File: config.mk
export PLATFORM = sky130hd
export DESIGN_NAME = memory_reader
export DESIGN_NICKNAME = d
export VERILOG_FILES = /design/src/rtl/memory_pkg.sv /design/src/rtl/memory_reader.sv
export SDC_FILE = /design/constraint.sdc
export NUM_CORES = 1
export LEC_CHECK = 0
export BUFFER_PORTS_ARGS = -buffer_cell sky130_fd_sc_hd__buf_2
export CORE_MARGIN = 2
export CORE_UTILIZATION = 54
export CTS_BUF_LIST = sky130_fd_sc_hd__clkbuf_4 sky130_fd_sc_hd__clkbuf_8
export DETAILED_ROUTE_END_ITERATION = 8
export PLACE_DENSITY_LB_ADDON = 0.05
export SLEW_MARGIN = 15
export SYNTH_ARGS = -nofsm -noshare
export SYNTH_HDL_FRONTEND = slang
export SYNTH_SLANG_ARGS = --single-unit
export TNS_END_PERCENT = 10
File: constraint.sdc
create_clock -name clk -period 2.3 [get_ports clk]
set_input_delay 0.69 -clock clk [delete_from_list [all_inputs] [get_ports clk]]
set_output_delay 0.69 -clock clk [all_outputs]
set_load 0.05 [all_outputs]
File: src/rtl/memory_pkg.sv
// Shared definitions for the 4x8 byte memory and its reader.
package memory_pkg;

    localparam int unsigned DATA_W = 8;
    localparam int unsigned ADDR_W = 2;
    localparam int unsigned DEPTH  = 4;

    typedef enum logic [1:0] {
        ST_IDLE,
        ST_WAIT,
        ST_CAPTURE,
        ST_PRESENT
    } reader_state_t;

endpackage

File: src/rtl/memory_reader.sv
// Reads one byte, or scans all four locations, from a combinational byte memory
// and presents each captured byte on a valid/ready output.
module memory_reader
    import memory_pkg::*;
#(
    parameter int unsigned SETTLE = 1
) (
    input  logic              clk,
    input  logic              reset,
    input  logic              start,
    input  logic              scan,
    input  logic [ADDR_W-1:0] start_addr,
    output logic [ADDR_W-1:0] mem_addr,
    input  logic [DATA_W-1:0] mem_data,
    output logic [DATA_W-1:0] out_data,
    output logic [ADDR_W-1:0] out_addr,
    output logic              out_valid,
    input  logic              out_ready,
    output logic              busy,
    output logic              done
);

    localparam logic [3:0] SETTLE_LD = 4'(SETTLE);

    reader_state_t     r_state;
    logic [ADDR_W-1:0] r_mem_addr;
    logic [DATA_W-1:0] r_out_data;
    logic [ADDR_W-1:0] r_out_addr;
    logic              r_out_valid;
    logic              r_busy;
    logic              r_done;
    logic              r_scan;
    logic [1:0]        r_remaining;
    logic [3:0]        r_settle;
    logic              w_last;

    assign w_last = !r_scan || (r_remaining == '0);

    always_ff @(posedge clk) begin
        if (reset) begin
            r_state     <= ST_IDLE;
            r_mem_addr  <= '0;
            r_out_data  <= '0;
            r_out_addr  <= '0;
            r_out_valid <= 1'b0;
            r_busy      <= 1'b0;
            r_done      <= 1'b0;
            r_scan      <= 1'b0;
            r_remaining <= '0;
            r_settle    <= '0;
        end else begin
            r_done <= 1'b0;
            case (r_state)
                ST_IDLE: begin
                    if (start) begin
                        r_mem_addr  <= start_addr;
                        r_scan      <= scan;
                        r_remaining <= scan ? 2'd3 : 2'd0;
                        r_settle    <= SETTLE_LD;
                        r_busy      <= 1'b1;
                        r_state     <= ST_WAIT;
                    end
                end
                // The counter is loaded with SETTLE, so leaving at 1 gives exactly SETTLE cycles here.
                ST_WAIT: begin
                    if (r_settle == 4'd1) begin
                        r_state <= ST_CAPTURE;
                    end else begin
                        r_settle <= r_settle - 4'd1;
                    end
                end
                ST_CAPTURE: begin
                    r_out_data  <= mem_data;
                    r_out_addr  <= r_mem_addr;
                    r_out_valid <= 1'b1;
                    r_state     <= ST_PRESENT;
                end
                ST_PRESENT: begin
                    if (out_ready) begin
                        r_out_valid <= 1'b0;
                        if (w_last) begin
                            r_done  <= 1'b1;
                            r_busy  <= 1'b0;
                            r_state <= ST_IDLE;
                        end else begin
                            r_mem_addr  <= r_mem_addr + ADDR_W'(1);
                            r_remaining <= r_remaining - 2'd1;
                            r_settle    <= SETTLE_LD;
                            r_state     <= ST_WAIT;
                        end
                    end
                end
                default: r_state <= ST_IDLE;
            endcase
        end
    end

    assign mem_addr  = r_mem_addr;
    assign out_data  = r_out_data;
    assign out_addr  = r_out_addr;
    assign out_valid = r_out_valid;
    assign busy      = r_busy;
    assign done      = r_done;

endmodule

After elaboration in Yosys (flattened, before gate mapping)
Cells that the tools add are included.
W data, S select, Z words.
Storage, ports and cells
  register bits after elaboration: 24
  output and inout bits: 15
  word-level logic and storage cells: 65
Cells by class
  $add $sub $neg: 3
  equal/unequal tests: 10
  mux-type cells: 26
  bitwise gates (word level): 2
  reductions and logical operators: 14
Operators with widths (number)
  $mux W2: 10
  $mux W4: 4
  $ne A2 B2 Y1 const B: 6
  $pmux W4 S3: 1
  $pmux W2 S2: 2
  $pmux W2 S4: 1
  $reduce_and A4 Y1: 2
  $mux W1: 6
  $reduce_and A5 Y1: 1
  $eq A2 B2 Y1 const B: 2
  $eq A4 B1 Y1 const B: 1
  $logic_not A2 Y1: 2
  $pmux W1 S2: 2
  $reduce_and A2 Y1: 2
  $reduce_bool A2 Y1: 2
  $sub A4 B1 Y4 const B: 1
  $reduce_and A3 Y1: 1
  $reduce_bool A3 Y1: 1
  $reduce_or A3 Y1: 1
  $add A2 B1 Y2 const B: 1
  $eq A2 B1 Y1 const B: 1
  $not A1 Y1: 2
  $sub A2 B1 Y2 const B: 1
  $logic_not A1 Y1: 1
  $logic_or A1 B1 Y1: 1

Depth between registers and ports, before layout
  word-level depth: 5
  depth in mapped cells: 6
  depth with buffers taken out: 6

Least setup slack after synthesis
Ideal clock, no wire load.
  path type: register to register
  start: reg r_state[0]
  end: reg r_settle[1]
  arrival time: 1766 ps
  slack: 463 ps
  stages on the path, launching flop included: 7
  path buffers: 0
  period minus slack after synthesis: 1837 ps
  path through: dfxtp_1 inv_1 ha_1 nor2b_4 a2111o_1 or4_1 a21oi_1
Between the ends
  word-level cells in the longest chain between the ends: 3
  elaborated cells between the ends (all ways): 10
Ends and longest elaborated chain
  from (decl): line memory_reader.sv:25  | reader_state_t r_state;
  from (signal assigned): line memory_reader.sv:41  | r_state <= ST_IDLE;
  from (signal assigned): line memory_reader.sv:61  | r_state <= ST_WAIT;
  from (signal assigned): line memory_reader.sv:67  | r_state <= ST_CAPTURE;
  $eq A2 B1 Y1, or another cell as far along: line memory_reader.sv:53  | case (r_state)
  $ne A2 B2 Y1 (no source line) or $reduce_bool A3 Y1 (tied branches)
  $reduce_and A5 Y1 (no source line)
  to (signal assigned): line memory_reader.sv:69  | r_settle <= r_settle - 4'd1;
  to (decl): line memory_reader.sv:34  | logic [3:0] r_settle;
Parallel ways exist; a longest one is shown, timed or not.
A chain may end at the register's enable or synchronous reset.

Final worst setup path
Ends and elaborated chain as after synthesis.

==> flow_summary_export.csv <==
group,metric,value,unit
die,fp.dieArea,0.00255,mm2
global_routing,grt_pass1_wl,3.97,mm
timing,max_freq,493,MHz
timing,fin_crit_sh,0.882,
die,core_area,0.00200,mm2
timing,rsz0062_at_grt,"false",
die,chipHeight,50.5,um
clock_network,cts_buffer_depth,2,
critical_path,reg2reg_depth,6,
synth,ys.flop_type,"dfxtp_1",
timing,fin_crit,2030,ps
synth,netlist_instances,127,
critical_path,critPathMaxFanout,7,
synth,yosys_warnings,0,
clock_network,cts_sinks,24,
finish,final_area,0.00136,mm2
timing,slew_viol_final,0,
timing,final.setup.tns,0,ps
power_and_ir_drop,intPower,949,uW
global_routing,grt.overflow.total,0,
placed_design,place_congestion,0.701,
timing,fin_skew,0.610,ps
drt,remaining_drc_errors,0,
drt,via_per_inst,5.30,
synth,ys_types,32,
synth,synthesis.area,0.00117,mm2
synth,synth_seq_cells,24,
synth,yosysTopAreaCell,"dfxtp_1",
synth,synth.most_common_cell,"dfxtp_1",
synth,async_reset_ff_frac,0,
finish,fin_util,0.679,
synth,seq_area_frac_synth,0.412,
clock_network,insertion_delay,300,ps
timing,worst_slack,272,ps
global_routing,antenna_found_initial,0,
placed_design,placed_area,0.00134,mm2
drt,drtAntennaViolNets,0,
drt,drt-total-wl,2.20,mm
timing,hold_violations,0,
job,drv_cap,0,
status,status,"finished clean",
finish,area_delta_synth_final,16.6,%
min_path,hold_path_class,"reg -> reg",
critical_path,worstPathArrival,2260,ps
synth,ys_top_cells_by_area,"dfxtp_1 (41%), mux2i_1 (10%), ha_1 (7.5%)",
global_routing,grt_pass1_vias,952,
drt,post_drt_wl_per_cell,12.0,um
synth,yosysTopAreaCellShare,0.412,
timing,slew_headroom,0.596,
power_and_ir_drop,combPwrFrac,0.543,
critical_path,crit_end,"r_settle[1]",
power_and_ir_drop,clkPwrFrac,0.100,
timing,worst_slew_pin_slew,604,ps
critical_path,cp-end-kind,"flip-flop",
drt,drt_iter0_markers,10,
critical_path,timing.rr.end,"r_settle[1]",
drt,vias,969,
clock_network,cts_buffers,3,
die,initial_core_util,0.582,
min_path,whs_path_depth,1,
critical_path,r2r_start,"r_state[0]",
placed_design,dp.cells,180,
finish,antenna_cells,0,
power_and_ir_drop,p_seq_frac,0.358,
synth,synth_edf_count,0,
timing,finalSetupViolations,0,
global_routing,grt_start_max_net_pins,25,
finish,fin_nets,180,
critical_path,timing.critical_path.from,"r_state[0]",
die,fp-row-count,16,
clock_network,cts_tree,"yes",
die,die_width,50.5,um
finish,drive_gt1_frac,0.256,
finish,finalNonFillerCells,183,
critical_path,cp.required,2540,ps
die,pin_count,30,
clock_network,cts.reportedPaths.clkPinSlew,120,ps
power_and_ir_drop,power_density,1270,mW/mm2
critical_path,regToRegSetupSlack,270,ps
placed_design,place_ws,312,ps
clock_network,cts_root_buf,"clkbuf_4",
synth,synthTopCellsByCount,"dfxtp_1 (24), nor2_1 (16), mux2i_1 (12), a21oi_1 (10), inv_1 (8)",
clock_network,hold_buffers,0,
power_and_ir_drop,p_sw_frac,0.452,
power_and_ir_drop,p_switching,782,uW
global_routing,gr-usage-all-layers,0.200,
drt,first_pass_iters,4,
critical_path,startpoint_type,"flip-flop",
critical_path,critical_path_class,"reg -> reg",
power_and_ir_drop,p_leak,0.605,nW
placed_design,numPortBuffers,29,
synth,syn_nets,149,
power_and_ir_drop,ir_drop,0.766,mV
clock_network,cts_resized,0,
synth,avgSynthCellArea,9.18,um2
clock_network,postCtsSetupBuffers,0,
placed_design,post-dp-hpwl,1.69,mm
clock_network,htree_num_levels,1,
[layout by cell type (no fill, tap or decap), drive strengths merged, types with 3 or more instances in the layout]
cell type,n
a211oi,3
a21oi,10
buf,30
clkbuf,3
dfxtp,24
ha,7
inv,8
mux2i,12
nand2,5
nand2b,5
nand4,3
nor2,16
nor2b,4
o21ai,5
or2,3
[metrics by stage]
step           total power [mW]  hold WS (ps)
5_1_grt                    1.87           527
6_report                   1.73           491
2_1_floorplan              1.38           443
4_1_cts                    1.75           491
3_3_place_gp               1.54           466
3_5_place_dp               1.57           466
[sequential cells by signal, indices dropped and copies added (netlist names)]
register     count
out_data         8
busy             1
mem_addr         2
r_state          2
out_valid        1
r_scan           1
out_addr         2
done             1
r_settle         4
r_remaining      2
[cell families after synthesis]
logic type,Yosys count,share of synthesized area
AO/OA/AOI/OAI,26,0.153
AND/OR/NAND/NOR,46,0.218
flip-flops,24,0.412
adder cells (fa/ha/maj),7,0.0751
multiplexers,12,0.103
buffers and inverters,12,0.0386
[worst min path at each step]
stage                              start        endpoint  slack [ps]
after CTS                 r_remaining[0]  r_remaining[0]         490
after floorplan           r_remaining[0]  r_remaining[0]         440
final                     r_remaining[0]  r_remaining[0]         490
after detailed placement  r_remaining[0]  r_remaining[0]         470
after global routing         r_settle[3]     r_settle[3]         530
after global placement    r_remaining[0]  r_remaining[0]         470
[area by class of cell]
type / count / area [um2]
Fill cell: 177 / 642
Timing Repair Buffer: 30 / 153
Sequential cell: 24 / 480
Tap cell: 27 / 33.8
Inverter: 8 / 30.0
Multi-Input combinational cell: 91 / 641
Clock buffer: 3 / 22.5
[power groups by stage]
stage | Clock [mW] | Sequential [mW] | Combinational [mW]
floorplan | 0 | 0.814 | 0.561
global placement | 0 | 0.621 | 0.917
detailed placement | 0 | 0.627 | 0.943
CTS | 0.181 | 0.620 | 0.945
global route | 0.197 | 0.640 | 1.04
finish | 0.173 | 0.619 | 0.940
[per-layer routing]
| layer | global-route usage | share of wire |
|---|---|---|
| met2 | 0.342 | 0.48 |
| met4 | 0.0766 | 0.014 |
| met3 | 0.0446 | 0.052 |
| met5 | 0 | 0 |
| met1 | 0.244 | 0.45 |
[critical path, stage by stage, from the launching register on]
cell and delay [ps]:
dfxtp_1 400, inv_1 100, ha_1 280, nor2b_4 170, a2111o_1 440, or4_1 420
a21oi_1 160
Power figures use the tool's default switching activity.
